--- config.mk ---
export PLATFORM = sky130hd
export DESIGN_NAME = moving_average_mc
export DESIGN_NICKNAME = d
export VERILOG_FILES = /design/src/rtl/moving_average_mc_pkg.sv /design/src/rtl/moving_average_mc_history.sv /design/src/rtl/moving_average_mc.sv
export SDC_FILE = /design/constraint.sdc
export NUM_CORES = 1
export LEC_CHECK = 0
export CAP_MARGIN = 15
export CORE_ASPECT_RATIO = 1.1
export CORE_MARGIN = 2
export CORE_UTILIZATION = 55
export DETAILED_ROUTE_END_ITERATION = 10
export GPL_TIMING_DRIVEN = 0
export PLACE_DENSITY_LB_ADDON = 0.25
export SYNTH_ARGS = -nofsm -noshare
export SYNTH_HDL_FRONTEND = slang
export SYNTH_SLANG_ARGS = --single-unit
--- constraint.sdc ---
create_clock -name clk -period 16.7 [get_ports clk]
set_input_delay 2.505 -clock clk [delete_from_list [all_inputs] [get_ports clk]]
set_output_delay 2.505 -clock clk [all_outputs]
set_load 0.02 [all_outputs]
--- src/rtl/moving_average_mc_pkg.sv ---
// Shared defaults, width helper and per-channel state record for the
// multi-channel moving-average block.
package moving_average_mc_pkg;

   localparam int DEF_DATA_W   = 16;
   localparam int DEF_CHANNELS = 4;
   localparam int DEF_MAX_LOG2 = 4;

   // Ceiling log2 with a floor of 1 so single-entry fields still get a bit.
   function automatic int clog2(input int value);
      int r;
      r = 1;
      for (int i = 1; i < 31; i++) begin
         if ((32'sd1 << i) < value) r = i + 1;
      end
      return r;
   endfunction

   typedef struct packed {
      logic signed [DEF_DATA_W+DEF_MAX_LOG2-1:0] sum;
      logic        [DEF_MAX_LOG2:0]              count;
      logic        [DEF_MAX_LOG2-1:0]            ptr;
   } ch_state_t;

endpackage

--- src/rtl/moving_average_mc_history.sv ---
// Sample history storage: one write port, one combinational read port,
// addressed {channel, index}. Contents are never reset.
module ma_history_ram #(
   parameter int DATA_W  = 16,
   parameter int ADDR_W  = 6,
   parameter int ENTRIES = 64
) (
   input  logic              clk,
   input  logic              we,
   input  logic [ADDR_W-1:0] waddr,
   input  logic [DATA_W-1:0] wdata,
   input  logic [ADDR_W-1:0] raddr,
   output logic [DATA_W-1:0] rdata
);

   logic [DATA_W-1:0] mem [ENTRIES];

   // Write port; stale entries are harmless because reads are gated by fill count.
   always_ff @(posedge clk) begin
      if (we) mem[waddr] <= wdata;
   end

   assign rdata = mem[raddr];

endmodule

--- src/rtl/moving_average_mc.sv ---
// Interleaved multi-channel moving average over a power-of-two window with a
// running sum per channel and a one-deep registered output stage.
module moving_average_mc
   import moving_average_mc_pkg::*;
#(
   parameter int DATA_W   = DEF_DATA_W,
   parameter int CHANNELS = DEF_CHANNELS,
   parameter int MAX_LOG2 = DEF_MAX_LOG2
) (
   input  logic                                clk,
   input  logic                                rst,
   input  logic                                clear,
   input  logic [clog2(MAX_LOG2+1)-1:0]        win_log2,
   input  logic                                in_valid,
   output logic                                in_ready,
   input  logic [clog2(CHANNELS)-1:0]          in_ch,
   input  logic signed [DATA_W-1:0]            in_data,
   output logic                                out_valid,
   input  logic                                out_ready,
   output logic [clog2(CHANNELS)-1:0]          out_ch,
   output logic signed [DATA_W-1:0]            out_data,
   output logic                                out_full
);

   localparam int WW    = clog2(MAX_LOG2 + 1);
   localparam int CH_W  = clog2(CHANNELS);
   localparam int DEPTH = 1 << MAX_LOG2;
   localparam int SUM_W = DATA_W + MAX_LOG2;
   localparam int CNT_W = MAX_LOG2 + 1;

   logic [WW-1:0]           win;
   logic signed [SUM_W-1:0] sum   [CHANNELS];
   logic [CNT_W-1:0]        count [CHANNELS];
   logic [MAX_LOG2-1:0]     ptr   [CHANNELS];

   logic                    ch_ok;
   logic                    accept;
   logic [CH_W-1:0]         ch_idx;
   logic [CNT_W-1:0]        win_n;
   logic                    full_before;
   logic [MAX_LOG2-1:0]     rd_idx;
   logic [DATA_W-1:0]       rd_data;
   logic signed [SUM_W-1:0] departing;
   logic signed [SUM_W-1:0] in_ext;
   logic signed [SUM_W-1:0] sum_new;
   logic [CNT_W-1:0]        count_new;
   logic [WW-1:0]           win_clamped;

   assign in_ready    = !rst && !clear && (!out_valid || out_ready);
   assign ch_ok       = ({1'b0, in_ch} < (CH_W+1)'(CHANNELS));
   assign accept      = in_valid && in_ready && ch_ok;
   assign ch_idx      = ch_ok ? in_ch : '0;
   assign win_n       = CNT_W'(1) << win;
   assign full_before = (count[ch_idx] == win_n);
   // 2^W wraps to 0 at the maximum window, which selects the slot being overwritten.
   assign rd_idx      = ptr[ch_idx] - win_n[MAX_LOG2-1:0];
   assign in_ext      = {{MAX_LOG2{in_data[DATA_W-1]}}, in_data};
   assign departing   = full_before ? {{MAX_LOG2{rd_data[DATA_W-1]}}, rd_data} : '0;
   assign sum_new     = sum[ch_idx] + in_ext - departing;
   assign count_new   = full_before ? count[ch_idx] : count[ch_idx] + CNT_W'(1);
   assign win_clamped = (win_log2 > WW'(MAX_LOG2)) ? WW'(MAX_LOG2) : win_log2;

   ma_history_ram #(
      .DATA_W  (DATA_W),
      .ADDR_W  (CH_W + MAX_LOG2),
      .ENTRIES (CHANNELS * DEPTH)
   ) u_hist (
      .clk   (clk),
      .we    (accept),
      .waddr ({ch_idx, ptr[ch_idx]}),
      .wdata (in_data),
      .raddr ({ch_idx, rd_idx}),
      .rdata (rd_data)
   );

   // Channel state and window exponent.
   always_ff @(posedge clk or posedge rst) begin
      if (rst) begin
         win <= WW'(MAX_LOG2);
         for (int c = 0; c < CHANNELS; c++) begin
            sum[c]   <= '0;
            count[c] <= '0;
            ptr[c]   <= '0;
         end
      end else if (clear) begin
         win <= win_clamped;
         for (int c = 0; c < CHANNELS; c++) begin
            sum[c]   <= '0;
            count[c] <= '0;
            ptr[c]   <= '0;
         end
      end else if (accept) begin
         sum[ch_idx]   <= sum_new;
         count[ch_idx] <= count_new;
         ptr[ch_idx]   <= ptr[ch_idx] + MAX_LOG2'(1);
      end
   end

   // Output stage: load on accepted sample, drain on handshake, else hold.
   always_ff @(posedge clk or posedge rst) begin
      if (rst) begin
         out_valid <= 1'b0;
         out_ch    <= '0;
         out_data  <= '0;
         out_full  <= 1'b0;
      end else if (accept) begin
         out_valid <= 1'b1;
         out_ch    <= ch_idx;
         out_data  <= DATA_W'(sum_new >>> win);
         out_full  <= (count_new == win_n);
      end else if (out_ready) begin
         out_valid <= 1'b0;
      end
   end

endmodule
==> results.cfg <==
[run_status]
result_of_the_run = complete, no violations

[detailed_routing]
wl_per_cell_um = 31.27
antenna_violating_nets_post_route = 0
wirelength_um = 125200
detail_route.drc_violations = 0
avgViaCountPerCell = 6.542
via_count = 26188
first_iter_violations = 3237
detailedRoute.firstPassIterationCount = 5

[die]
boundaryPins = 47
die_width_um = 286.9
die_height_um = 315.2
placementRows = 114
standard_cell_core_area_um2 = 87580
floorplan_die_area_um2 = 90440
starting_density_of_the_core_pct = 55.29

[global_routing]
grt_max_degree = 78
antenna_found_initial = 1
global_route.overflow_total = 0
grt_pass1_vias = 26745
globalRouteTotalUtil_pct = 28.20
grt_first_pass_wirelength_um = 183600

[clocking]
tritoncts = yes
buffer_count_from_post_cts_setup_fixing = 0
hold_buffers = 0
cts_buffer_depth = 3
worstSkewPairLatency_ns = 0.70
clock-sinks = 1163
postCtsResizedCells = 0
clk_pin_slew_worst_paths_ns = 0.05
cts_made_buffers = 110
cts_root_buffer = sky130_fd_sc_hd__clkbuf_16
cts_htree_levels = 3

[sta]
slew_headroom_pct = 19.75
setup-violations-final = 0
final.period_utilization_pct = 65.95
tightest_slew_ns = 1.204
fmax_mhz = 90.80
final.setup_skew_ns = 0.03601
timing.final.crit_period_ns = 11.01
hold_viol = 0
grt_setup_unrepaired = no
finalMaxSlewViolations = 0
summed_negative_setup_slack_over_all_endpoints_ns = 0
setup_ws_ns = 5.687

[place]
place_worst_setup_slack_ns = 5.127
place.detailed.hpwl_um = 84740
global_placer_s_final_weighted_congestion = 1.010
dp_cells = 3795
io_buffers = 44

[cells_and_area]
layout-drive-gt1-share_pct = 24.59
area_growth_syn_to_layout_pct = 13.63
nNetsFinal = 2821
antenna_diode_count = 0
post_layout_nonfiller_instances = 4003

[critical_path]
critPathCaptureType = flop
critical_path_peak_fanout = 10
timing_worst_setup_path_type = input port to flop
crit_required_ns = 17.33
worst_setup_path_start_kind = input port
crit_slowest_cell = sky130_fd_sc_hd__clkbuf_1
critPathArrivalTime_ns = 11.64
crit_top_cell = sky130_fd_sc_hd__clkbuf_1
worst_path_largest_cell_delay_ns = 0.83

[synth]
post_synth.cell_area_avg_um2 = 19.13
yosysSeqAreaShare_pct = 70.68
number_of_enable_flip_flop_cells_after_synthesis = 1024
synth.lib_cells_used.distinct = 71
yosys_register_bits = 1163
synth_cells = 2532
synthesis.area_um2 = 48430
ys.flop_type = sky130_fd_sc_hd__edfxtp_1
synth_nets = 2604
ys_warn_count = 0
synthArstFlopShare_pct = 11.95

[power_and_ir_drop]
total_leakage_power_nw = 18.38
p_total_w = 0.007279
irDropWorstVdd_v = 0.0001162
powerDensity_nw_per_um2 = 132.3

[worst_hold_path]
min_path_type = flop to flop

[flow_run]
maxCapViolations = 0
[kinds of logic (layout without fill, tap and decap cells)]
logic type | after synthesis | in the layout | synth area share, %
XOR/XNOR | 39 | 39 | 0.7493
multiplexers | 449 | 449 | 17.44
adder cells (fa/ha/maj) | 46 | 46 | 1.499
AO/OA/AOI/OAI | 279 | 279 | 3.713
flip-flops | 1163 | 1163 | 70.68
AND/OR/NAND/NOR | 347 | 347 | 3.883
buffers and inverters | 209 | 520 | 2.033
[critical path: cells and delay by family]
family	cells	cell delay, ns
simple gates	5	1.20
fa+ha+maj	4	1.93
compound gates	5	1.95
mux	3	0.82
buf+inv	8	3.21
[per-layer routing]
layer | part of all wire [%] | track usage [%] | routed length, um
met5 | 0.0056 | 0 | 7
met4 | 4.2 | 11.41 | 5287
met3 | 8.1 | 4.385 | 10180
met2 | 49 | 45.78 | 61230
met1 | 39 | 38.78 | 48450
[cell usage in the layout (no fill, tap or decap), types with 39 or more instances in the layout]
master                      Yosys  layout
sky130_fd_sc_hd__inv_1         44      43
sky130_fd_sc_hd__o21ai_0      124     124
sky130_fd_sc_hd__nand2_1       64      64
sky130_fd_sc_hd__clkbuf_16      0     111
sky130_fd_sc_hd__buf_8          3      41
sky130_fd_sc_hd__buf_2         26      41
sky130_fd_sc_hd__mux4_2       314     314
sky130_fd_sc_hd__dfrtp_1      138     138
sky130_fd_sc_hd__nor2_1       103      39
sky130_fd_sc_hd__edfxtp_1    1024    1024
sky130_fd_sc_hd__clkbuf_1      94     116
sky130_fd_sc_hd__mux2i_1      117     117
sky130_fd_sc_hd__nand3b_1     118     118
sky130_fd_sc_hd__nor2_2         0      64
[state kept, by name, summed over array words and instances (netlist names)]
name,flops
count,20
out_ch,2
out_data,16
out_full,1
out_valid,1
ptr,16
sum,80
u_hist.mem,1024
win,3
[power by group]
part           internal (W)  leakage, nW  switching, W  total, W
combinational      0.000606         5.52      0.000944   0.00155
sequential          0.00320         11.1     0.0000211   0.00322
clock               0.00142         1.76       0.00109   0.00251
total               0.00523         18.4       0.00205   0.00728
[synthesized netlist by cell type (all sizes together) (17+ instances only)]
master	n	area share, %
mux2i	117	2.4
inv	45	0.35
edfxtp	1024	63
mux4	314	15
nor2	103	0.80
xnor2	21	0.40
nand3b	118	1.8
ha	26	0.67
a21oi	32	0.34
a221o	25	0.52
nand3	17	0.18
dfrtp	138	7.1
buf	70	0.96
xor2	17	0.31
nand2	64	0.50
clkbuf	94	0.73
fa	20	0.83
o21ai	156	1.6
mux2	18	0.42
[path summary, 6_finish.rpt]
kind                                end  slack [ns]  depth (start not counted)        start
min in group asynchronous     count[17]        2.34                          2          rst
max                        out_data[11]        5.69                         25     in_ch[1]
min reg2reg                 out_data[9]        0.48                          2  out_data[9]
max in group asynchronous        win[2]       13.56                          3          rst
max reg2reg                out_data[11]        7.42                         23       win[2]
min                         out_data[9]        0.48                          2  out_data[9]
[layout make-up]
cell class	count	area, um^2
inverter	45	173.9
clock buffer	135	2888
tap	1160	1451
clock inverter	71	748.2
timing repair buffer	105	1348
sequential	1163	34230
buffer	164	815.8
multi-input combinational	1160	13370
fill	6034	32550
[per-stage QoR]
| stage | util [%] | area [um^2] | hold WS [ns] |
|---|---|---|---|
| floorplan | - | 48430 | 0.4722 |
| global placement | 57.45 | 50320 | 0.4646 |
| detailed placement | 58.65 | 51360 | 0.4671 |
| CTS | 62.80 | 55000 | 0.4809 |
| global route | 62.83 | 55030 | 0.4906 |
| finish | 62.83 | 55030 | 0.4755 |
No activity file was read; power rests on OpenSTA's default activity.
